`src/rtl/t05_mem_access_unit.sv`:
```
// Load/store stage behind the team 05 ALU: drives a one-request-at-a-time data bus
// handshake, freezes the core while an access is outstanding and returns extended load data.
module t05_mem_access_unit #(
    parameter int TIMEOUT         = 255,
    parameter bit FREEZE_ON_STORE = 1'b1
) (
    input  logic        clk,
    input  logic        nRst,
    input  logic        ex_valid,
    input  logic [6:0]  opcode,
    input  logic [2:0]  funct3,
    input  logic [31:0] read_address,
    input  logic [31:0] write_address,
    input  logic [31:0] store_data,
    input  logic [31:0] bus_rdata,
    input  logic        bus_busy,
    output logic        bus_read,
    output logic        bus_write,
    output logic [31:0] bus_addr,
    output logic [31:0] bus_wdata,
    output logic [3:0]  bus_sel,
    output logic [31:0] load_data,
    output logic        load_valid,
    output logic        freeze,
    output logic        misaligned,
    output logic        bus_error
);

    localparam logic [6:0] OP_LOAD  = 7'b0000011;
    localparam logic [6:0] OP_STORE = 7'b0100011;

    localparam logic [1:0] S_IDLE = 2'd0;
    localparam logic [1:0] S_REQ  = 2'd1;
    localparam logic [1:0] S_WAIT = 2'd2;
    localparam logic [1:0] S_DONE = 2'd3;

    localparam logic [9:0] WAIT_LAST = 10'(TIMEOUT - 1);

    logic [1:0]  state_reg;
    logic [31:0] addr_reg;
    logic [1:0]  addr_lo_reg;
    logic [3:0]  sel_reg;
    logic [31:0] wdata_reg;
    logic [2:0]  funct3_reg;
    logic        is_load_reg;
    logic [9:0]  wait_cnt_reg;
    logic [31:0] load_data_reg;
    logic        bus_error_reg;

    logic        is_load;
    logic        is_store;
    logic [31:0] access_addr;
    logic        size_ok;
    logic        align_ok;
    logic        mem_op;
    logic        accept;
    logic [3:0]  sel_next;
    logic [31:0] wdata_next;
    logic [7:0]  rd_byte [4];
    logic [7:0]  byte_pick;
    logic [15:0] half_pick;
    logic [31:0] load_ext;

    assign is_load     = (opcode == OP_LOAD);
    assign is_store    = (opcode == OP_STORE);
    assign access_addr = is_load ? read_address : write_address;
    assign mem_op      = ex_valid && (is_load || is_store);

    always_comb begin
        size_ok = 1'b0;
        if (is_load) begin
            size_ok = (funct3 == 3'b000) || (funct3 == 3'b001) || (funct3 == 3'b010) ||
                      (funct3 == 3'b100) || (funct3 == 3'b101);
        end else if (is_store) begin
            size_ok = (funct3 == 3'b000) || (funct3 == 3'b001) || (funct3 == 3'b010);
        end
    end

    always_comb begin
        align_ok   = 1'b0;
        sel_next   = 4'b1111;
        wdata_next = store_data;
        case (funct3[1:0])
            2'b00: begin
                align_ok   = 1'b1;
                sel_next   = 4'b0001 << access_addr[1:0];
                wdata_next = {4{store_data[7:0]}};
            end
            2'b01: begin
                align_ok   = ~access_addr[0];
                sel_next   = 4'b0011 << access_addr[1:0];
                wdata_next = {2{store_data[15:0]}};
            end
            2'b10: begin
                align_ok   = (access_addr[1:0] == 2'b00);
                sel_next   = 4'b1111;
                wdata_next = store_data;
            end
            default: begin
                align_ok   = 1'b0;
                sel_next   = 4'b1111;
                wdata_next = store_data;
            end
        endcase
    end

    assign accept = (state_reg == S_IDLE) && mem_op && size_ok && align_ok;

    genvar gi;
    generate
        for (gi = 0; gi < 4; gi++) begin : g_lane
            assign rd_byte[gi] = bus_rdata[8*gi +: 8];
        end
    endgenerate

    // Lane selection uses the latched low address bits, not the live ALU address.
    assign byte_pick = rd_byte[addr_lo_reg];
    assign half_pick = addr_lo_reg[1] ? bus_rdata[31:16] : bus_rdata[15:0];

    always_comb begin
        case (funct3_reg)
            3'b000:  load_ext = {{24{byte_pick[7]}}, byte_pick};
            3'b001:  load_ext = {{16{half_pick[15]}}, half_pick};
            3'b100:  load_ext = {24'd0, byte_pick};
            3'b101:  load_ext = {16'd0, half_pick};
            default: load_ext = bus_rdata;
        endcase
    end

    always_ff @(posedge clk or negedge nRst) begin
        if (!nRst) begin
            state_reg     <= S_IDLE;
            addr_reg      <= 32'd0;
            addr_lo_reg   <= 2'd0;
            sel_reg       <= 4'd0;
            wdata_reg     <= 32'd0;
            funct3_reg    <= 3'd0;
            is_load_reg   <= 1'b0;
            wait_cnt_reg  <= 10'd0;
            load_data_reg <= 32'd0;
            bus_error_reg <= 1'b0;
        end else begin
            bus_error_reg <= 1'b0;
            case (state_reg)
                S_IDLE: begin
                    if (accept) begin
                        addr_reg    <= {access_addr[31:2], 2'b00};
                        addr_lo_reg <= access_addr[1:0];
                        sel_reg     <= sel_next;
                        wdata_reg   <= wdata_next;
                        funct3_reg  <= funct3;
                        is_load_reg <= is_load;
                        state_reg   <= S_REQ;
                    end
                end
                S_REQ: begin
                    wait_cnt_reg <= 10'd0;
                    state_reg    <= (!is_load_reg && !FREEZE_ON_STORE) ? S_DONE : S_WAIT;
                end
                S_WAIT: begin
                    // Completion wins over timeout when both land on the same cycle.
                    if (!bus_busy) begin
                        if (is_load_reg) begin
                            load_data_reg <= load_ext;
                        end
                        state_reg <= S_DONE;
                    end else if (wait_cnt_reg == WAIT_LAST) begin
                        bus_error_reg <= 1'b1;
                        if (is_load_reg) begin
                            load_data_reg <= 32'd0;
                        end
                        state_reg <= S_DONE;
                    end else begin
                        wait_cnt_reg <= wait_cnt_reg + 10'd1;
                    end
                end
                default: begin
                    state_reg <= S_IDLE;
                end
            endcase
        end
    end

    assign bus_read   = (state_reg == S_REQ) && is_load_reg;
    assign bus_write  = (state_reg == S_REQ) && !is_load_reg;
    assign bus_addr   = addr_reg;
    assign bus_sel    = sel_reg;
    assign bus_wdata  = wdata_reg;
    assign load_data  = load_data_reg;
    assign load_valid = (state_reg == S_DONE) && is_load_reg;
    assign bus_error  = bus_error_reg;
    assign freeze     = nRst && (accept || (state_reg == S_WAIT) ||
                        ((state_reg == S_REQ) && (is_load_reg || FREEZE_ON_STORE)));
    assign misaligned = nRst && (state_reg == S_IDLE) && mem_op && !(size_ok && align_ok);

endmodule

```
`config.mk`:
```
export PLATFORM = sky130hd
export DESIGN_NAME = t05_mem_access_unit
export DESIGN_NICKNAME = d
export VERILOG_FILES = /design/src/rtl/t05_mem_access_unit.sv
export SDC_FILE = /design/constraint.sdc
export NUM_CORES = 1
export LEC_CHECK = 0
export BUFFER_PORTS_ARGS = -buffer_cell sky130_fd_sc_hd__buf_2
export CAP_MARGIN = 15
export CORE_ASPECT_RATIO = 0.75
export CORE_MARGIN = 2
export CORE_UTILIZATION = 35
export DETAILED_ROUTE_END_ITERATION = 8
export GPL_ROUTABILITY_DRIVEN = 0
export GPL_TIMING_DRIVEN = 0
export HOLD_SLACK_MARGIN = 0.06
export PLACE_DENSITY_LB_ADDON = 0.08
export SKIP_LAST_GASP = 1
export SLEW_MARGIN = 5
export SYNTH_ARGS = -nofsm -noshare
export SYNTH_HDL_FRONTEND = slang
export SYNTH_SLANG_ARGS = --single-unit
```
`constraint.sdc`:
```
create_clock -name clk -period 5.6 [get_ports clk]
set_input_delay 1.12 -clock clk [delete_from_list [all_inputs] [get_ports clk]]
set_output_delay 1.12 -clock clk [all_outputs]
set_load 0.005 [all_outputs]
```
==> impl_metrics.json, run 1 <==
{
  "cts-buffers-inserted": 17,
  "cts_tree": "yes",
  "arrival_ps": 3020,
  "layout_commonest_cell": "buf_2",
  "ys_ff_latch": 117,
  "start_util": 0.3583,
  "met3_length_um": 1548,
  "cts-root-buf": "clkbuf_16",
  "viasPerCell": 5.056,
  "ir_drop_v": 0.0001628,
  "rsz0062_at_grt": "no",
  "p_leak_nw": 4.368,
  "grt_max_degree": 70,
  "clk_pin_slew_ps": 60,
  "cts_hold_buf": 0,
  "avgSynthCellArea_sq_um": 9.857,
  "status": "completed",
  "hp-class": "reg -> reg",
  "cts.htree.levels": 4,
  "chipWidth_um": 152.1,
  "finalHoldViolCount": 0,
  "ys.flop_type": "dfrtp_1",
  "cts_resized": 0,
  "hpwlAfterDp_um": 14140,
  "drtPass1Iterations": 4,
  "period_share": 0.7399,
  "fin_setup_tns_ps": 0,
  "fp.dieH_um": 115.1,
  "fillers": 1569,
  "syn_area_sq_um": 5757,
  "vias": 5420,
  "hold_depth": 2,
  "synth_edf_count": 0,
  "path_max_fanout": 10,
  "postCtsSetupBuffers": 0,
  "clock-sinks": 117,
  "wl_per_cell_um": 17.11,
  "synth.distinct_cells": 49,
  "r2r.worst_path.cells": 9,
  "path_class": "in -> out",
  "p_per_area_nw_per_um2": 321.5,
  "drt-initial-drc-count": 232,
  "layout_min_cycle_time_ps": 4143,
  "grt_pass1_vias": 5376,
  "ys_seq_area_frac": 0.5086,
  "final_nets": 996,
  "grt_pass1_wl_um": 28730,
  "finalClockSkew_ps": 8.647,
  "grt_antenna_before_repair": 2,
  "io_pins": 248,
  "insertion_delay_ps": 410,
  "fmax_mhz": 241.3,
  "synth-async-reset-ratio": 1.000,
  "io_buffers": 243,
  "core_sq_um": 16070,
  "drv_slew": 0,
  "grt_overflow": 0,
  "drv_cap": 0,
  "setup_violations": 0,
  "startpoint_type": "input port",
  "wl_um": 18340,
  "rows": 40,
  "top_layer_used": "met5",
  "drt.antenna.violating_nets": 0,
  "cp.required_ps": 4480,
  "route.detailed.drc": 0,
  "wl_met2_um": 8188,
  "final_cell_mix": "buf_2 (256), dfrtp_1 (117), nor2_1 (80)",
  "grt.total_usage": 0.2103,
  "cp-end-kind": "output port",
  "drive_gt1_frac": 0.3554,
  "utilization": 0.4908,
  "yosysWarnings": 0,
  "syn_inst": 584,
  "tightestPinTransition_ps": 730.9,
  "relSlewSlack": 0.5128,
  "synthToLayoutAreaGrowth_pct": 36.97,
  "dieArea_sq_um": 17500,
  "cts.path.max_buffers": 2,
  "met1Wirelength_um": 8335
}
==> cell families after synthesis <==
logic type      count (synthesis)  share of synthesized area
other cells                     1                  0.0006514
flops                         117                     0.5086
xor+xnor                        3                   0.004565
mux                            74                     0.1330
simple gates                  200                     0.1521
fa+ha+maj                       6                    0.01304
compound gates                135                     0.1524
buf+inv                        48                    0.03564
==> per-stage QoR <==
stage | hold slack, ps | cells | setup slack (ps) | total power [W] | cell area, sq um
after detailed placement | 451.0 | 1039 | 1448 | 0.001434 | 7273
after floorplan | 458.5 | 585 | 2072 | 0.001215 | 5761
after global placement | 450.4 | 1038 | 730.5 | 0.001416 | 7239
after global routing | 483.0 | 1072 | 1206 | 0.002660 | 7885
final | 459.2 | 1072 | 1457 | 0.002535 | 7885
after CTS | 462.7 | 1071 | 1422 | 0.002562 | 7883
==> layer usage <==
| metal | global-route usage | vias up |
|---|---|---|
| li1 | - | 2602 |
| met1 | 0.2804 | 2579 |
| met2 | 0.3261 | 216 |
| met3 | 0.07426 | 21 |
| met4 | 0.06231 | 2 |
| met5 | 0 | - |
==> worst max-delay path, stage by stage <==
cell	delay, ps
buf_2	110
nor4bb_1	540
nand2_1	150
nor4_2	440
buf_2	350
o31a_1	190
buf_2	120
==> synth_stat cells (2+ instances only) <==
master / n / area, sq um
dfrtp_1: 117 / 2928
nor2_1: 80 / 300.3
nand2_1: 77 / 289.0
a21oi_1: 64 / 320.3
mux2i_1: 63 / 630.6
clkbuf_1: 23 / 86.33
o21ai_0: 18 / 90.09
a221o_1: 16 / 160.2
buf_2: 14 / 70.07
mux2_2: 9 / 101.4
nand2b_1: 9 / 56.30
a32o_1: 8 / 80.08
inv_1: 7 / 26.28
nand3_1: 7 / 35.03
o22ai_1: 7 / 43.79
o41ai_1: 7 / 61.31
ha_1: 6 / 75.07
and2_1: 4 / 25.02
nor2b_1: 4 / 25.02
nor3_1: 4 / 20.02
a31oi_1: 3 / 18.77
and3_1: 3 / 18.77
xor2_1: 3 / 26.28
buf_1: 2 / 7.510
buf_4: 2 / 15.01
nand3b_1: 2 / 15.01
o211ai_1: 2 / 15.01
or3_1: 2 / 12.51
==> final timing paths <==
check                                    startpoint                     endpoint  slack [ps]
max in group asynchronous                      nRst       bus_sel[2]$_DFFE_PN0P_        4240
max reg2reg                state_reg[0]$_DFFE_PN0P_    load_data[29]$_DFFE_PN0P_        3040
max                                       opcode[2]                       freeze        1460
min reg2reg                bus_wdata[5]$_DFFE_PN0P_     bus_wdata[5]$_DFFE_PN0P_         460
min                        bus_wdata[5]$_DFFE_PN0P_     bus_wdata[5]$_DFFE_PN0P_         460
min in group asynchronous                      nRst  wait_cnt_reg[5]$_DFFE_PN0P_         650
==> layout make-up <==
class,count,area [sq um],share of cell area
flip-flops and latches,117,2928,0.3713
multi-input cells,420,2628,0.3332
repair buffers,244,1250,0.1585
clock buffers,19,452.9,0.05744
well taps,210,262.8,0.03332
plain buffers,41,178.9,0.02269
clock inverters,13,156.4,0.01983
inverters,7,26.28,0.003332
diodes,1,2.502,0.0003174
==> where the power goes <==
part / switching, W / leakage, nW / internal [W] / total (W)
registers: 0.0000572 / 1.58 / 0.000928 / 0.000985
clock network: 0.000399 / 0.298 / 0.000720 / 0.00112
logic: 0.000238 / 2.48 / 0.000193 / 0.000431
total: 0.000694 / 4.37 / 0.00184 / 0.00254
Note: power is estimated with default switching activity, not from simulation.
==> inputs of run 2 (changes only) <==
--- a/config.mk
+++ b/config.mk
@@ -5,6 +5,7 @@
 export SDC_FILE = /design/constraint.sdc
 export NUM_CORES = 1
 export LEC_CHECK = 0
+export ABC_AREA = 1
 export BUFFER_PORTS_ARGS = -buffer_cell sky130_fd_sc_hd__buf_2
 export CAP_MARGIN = 15
 export CORE_ASPECT_RATIO = 0.75
==> constraint.sdc (replaced) <==
create_clock -name clk -period 3.55 [get_ports clk]
set_input_delay 0.71 -clock clk [delete_from_list [all_inputs] [get_ports clk]]
set_output_delay 0.71 -clock clk [all_outputs]
set_load 0.005 [all_outputs]
==> run 2 against run 1 <==
- via count increased by 11%
- worst setup slack got worse by 970 ps
- largest power group unchanged
- clock power rose by 60%
- clock skew up 5.1 ps
- wire length up 7.7%
- non-clock buffer count did not move
- flip-flop and latch count unchanged
==> impl_metrics.json, run 2 <==
{
  "status": "completed",
  "grt_pass1_vias": 5908,
  "cts.path.max_buffers": 2,
  "synthToLayoutAreaGrowth_pct": 35.07,
  "layout_min_cycle_time_ps": 3061,
  "ys_top_cells_by_count": "nand2_1 (203), dfrtp_1 (117), o21ai_0 (95)",
  "cts_resized": 0,
  "cts-buffers-inserted": 17,
  "synth-async-reset-ratio": 1.000,
  "postCtsSetupBuffers": 0,
  "clk_pin_slew_ps": 60,
  "ir_drop_v": 0.0001670,
  "ys_seq_area_frac": 0.4732,
  "drt.antenna.violating_nets": 0,
  "grt_overflow": 0,
  "dieArea_sq_um": 18770,
  "placed_area_sq_um": 7754,
  "vias": 6025,
  "route.detailed.drc": 0,
  "cts-root-buf": "clkbuf_16",
  "whs_ps": 226.5,
  "path_class": "in -> out",
  "p_leak_nw": 4.723,
  "drv_cap": 0,
  "syn_area_sq_um": 6187,
  "drtPass1Iterations": 5,
  "p_per_area_nw_per_um2": 431.4,
  "rsz0062_at_grt": "no",
  "path_max_fanout": 10,
  "drive_gt1_frac": 0.3051,
  "hpwlAfterDp_um": 15040,
  "yosysTopAreaCell": "dfrtp_1",
  "insertion_delay_ps": 430,
  "drv_slew": 0,
  "period_share": 0.8621,
  "place_ws_ps": 448.0,
  "final_nets": 1184,
  "yosysWarnings": 0,
  "io_pins": 248,
  "ys.flop_type": "dfrtp_1",
  "start_util": 0.3536,
  "viasPerCell": 4.667,
  "cts.htree.levels": 4,
  "yosysTopAreaCellShare": 0.4732,
  "rows": 42,
  "syn_inst": 770,
  "setup_slack_ps": 489.5,
  "utilization": 0.4775,
  "wl_per_cell_um": 15.31,
  "cts_hold_buf": 0,
  "final_cell_mix": "buf_2 (252), nand2_1 (203), dfrtp_1 (117)",
  "io_buffers": 245,
  "grt_pass1_wl_um": 31260,
  "grt_antenna_before_repair": 0,
  "synth.distinct_cells": 41,
  "core_sq_um": 17500,
  "drt-initial-drc-count": 372,
  "chipWidth_um": 157.5,
  "synth_edf_count": 0,
  "grt_max_degree": 68,
  "clock-sinks": 117,
  "fp.dieH_um": 119.1,
  "tightestPinTransition_ps": 809.1,
  "cp.required_ps": 2840,
  "yosysMostFrequentCell": "nand2_1",
  "fmax_mhz": 326.7,
  "wl_um": 19760,
  "setup_violations": 0,
  "arrival_ps": 2350,
  "relSlewSlack": 0.4564,
  "hp-class": "in -> async",
  "n_antenna_cell": 0,
  "postLayoutCellArea_sq_um": 8357,
  "cts_tree": "yes",
  "synthTopCellsByArea": "dfrtp_1 (47%), nand2_1 (12%), o21ai_0 (7.7%)",
  "finalHoldViolCount": 0,
  "avgSynthCellArea_sq_um": 8.035,
  "layout_commonest_cell": "buf_2",
  "grt.total_usage": 0.2173,
  "cp-end-kind": "output port",
  "finalClockSkew_ps": 13.79,
  "ys_ff_latch": 117,
  "startpoint_type": "input port"
}
[run 2: changes by cell type after synthesis, sizes merged, moves of 19 or more]
cell and change:
nor2 -19, nand3 +36, o21ai +91, mux2i -33, a21oi -33, nand2 +131
inv +64
[run 2: final cells by class]
cell class,instances,area [sq um]
fillers,1818,9143
multi-input cells,542,2788
repair buffers,246,1260
plain buffers,39,201.4
well taps,242,302.8
clock inverters,9,125.1
inverters,73,274.0
flip-flops and latches,117,2928
clock buffers,23,478.0
[run 2: critical path, stage by stage]
cell and delay [ps]:
buf_2 100, inv_2 30, nand2_1 70, nor2_4 160, nand2_2 160, nand2_1 120, nand3_1 80, nand2_2 120
nand4_4 200, buf_2 290, a21boi_0 160, buf_2 130
[run 2: worst paths after layout]
check	from	cells after the start	slack (ps)	to
max in group asynchronous	nRst	2	2610	bus_addr[26]$_DFFE_PN0P_
hold reg to reg	load_data[7]$_DFFE_PN0P_	2	470	load_data[7]$_DFFE_PN0P_
min in group clk	load_data[7]$_DFFE_PN0P_	2	470	load_data[7]$_DFFE_PN0P_
hold / removal	nRst	1	230	wait_cnt_reg[5]$_DFFE_PN0P_
setup / recovery	opcode[2]	12	490	freeze
setup reg to reg	state_reg[0]$_DFFE_PN0P_	10	1580	state_reg[1]$_DFFE_PN0P_
[run 2: metrics by stage]
step | total power, W | instances | TNS, ps
floorplan | 0.001643 | 771 | 0
global placement | 0.001843 | 1258 | -955.5
detailed placement | 0.001848 | 1259 | 0
CTS | 0.003650 | 1291 | 0
global route | 0.003772 | 1291 | 0
finish | 0.003605 | 1291 | 0
[run 2: where the power goes]
group / switching (W) / total (W) / internal, W
logic: 0.000279 / 0.000444 / 0.000165
registers: 0.0000209 / 0.00138 / 0.00135
clock network: 0.000631 / 0.00179 / 0.00115
[run 2: cells by family (layout without fill, tap and decap cells)]
kind of cell               count (synthesis)  count (layout)  synth area share
DFF                                      117             117            0.4732
muxes                                     35              35           0.05763
AOI/OAI and AO/OA                        167             167            0.1499
adders and majority gates                  6               6           0.01213
other                                      1               2         0.0006061
xor gates and xnor gates                   4               4          0.005663
and+or+nand+nor                          328             328            0.2241
buffers and inverters                    112             390           0.07685
[run 2: layer usage]
layer	up-vias	wire length, um	global-route usage
li1	3059	-	-
met1	2760	9230	0.2975
met2	191	8636	0.3207
met3	15	1749	0.08624
met4	0	146	0.05511
met5	-	0	0
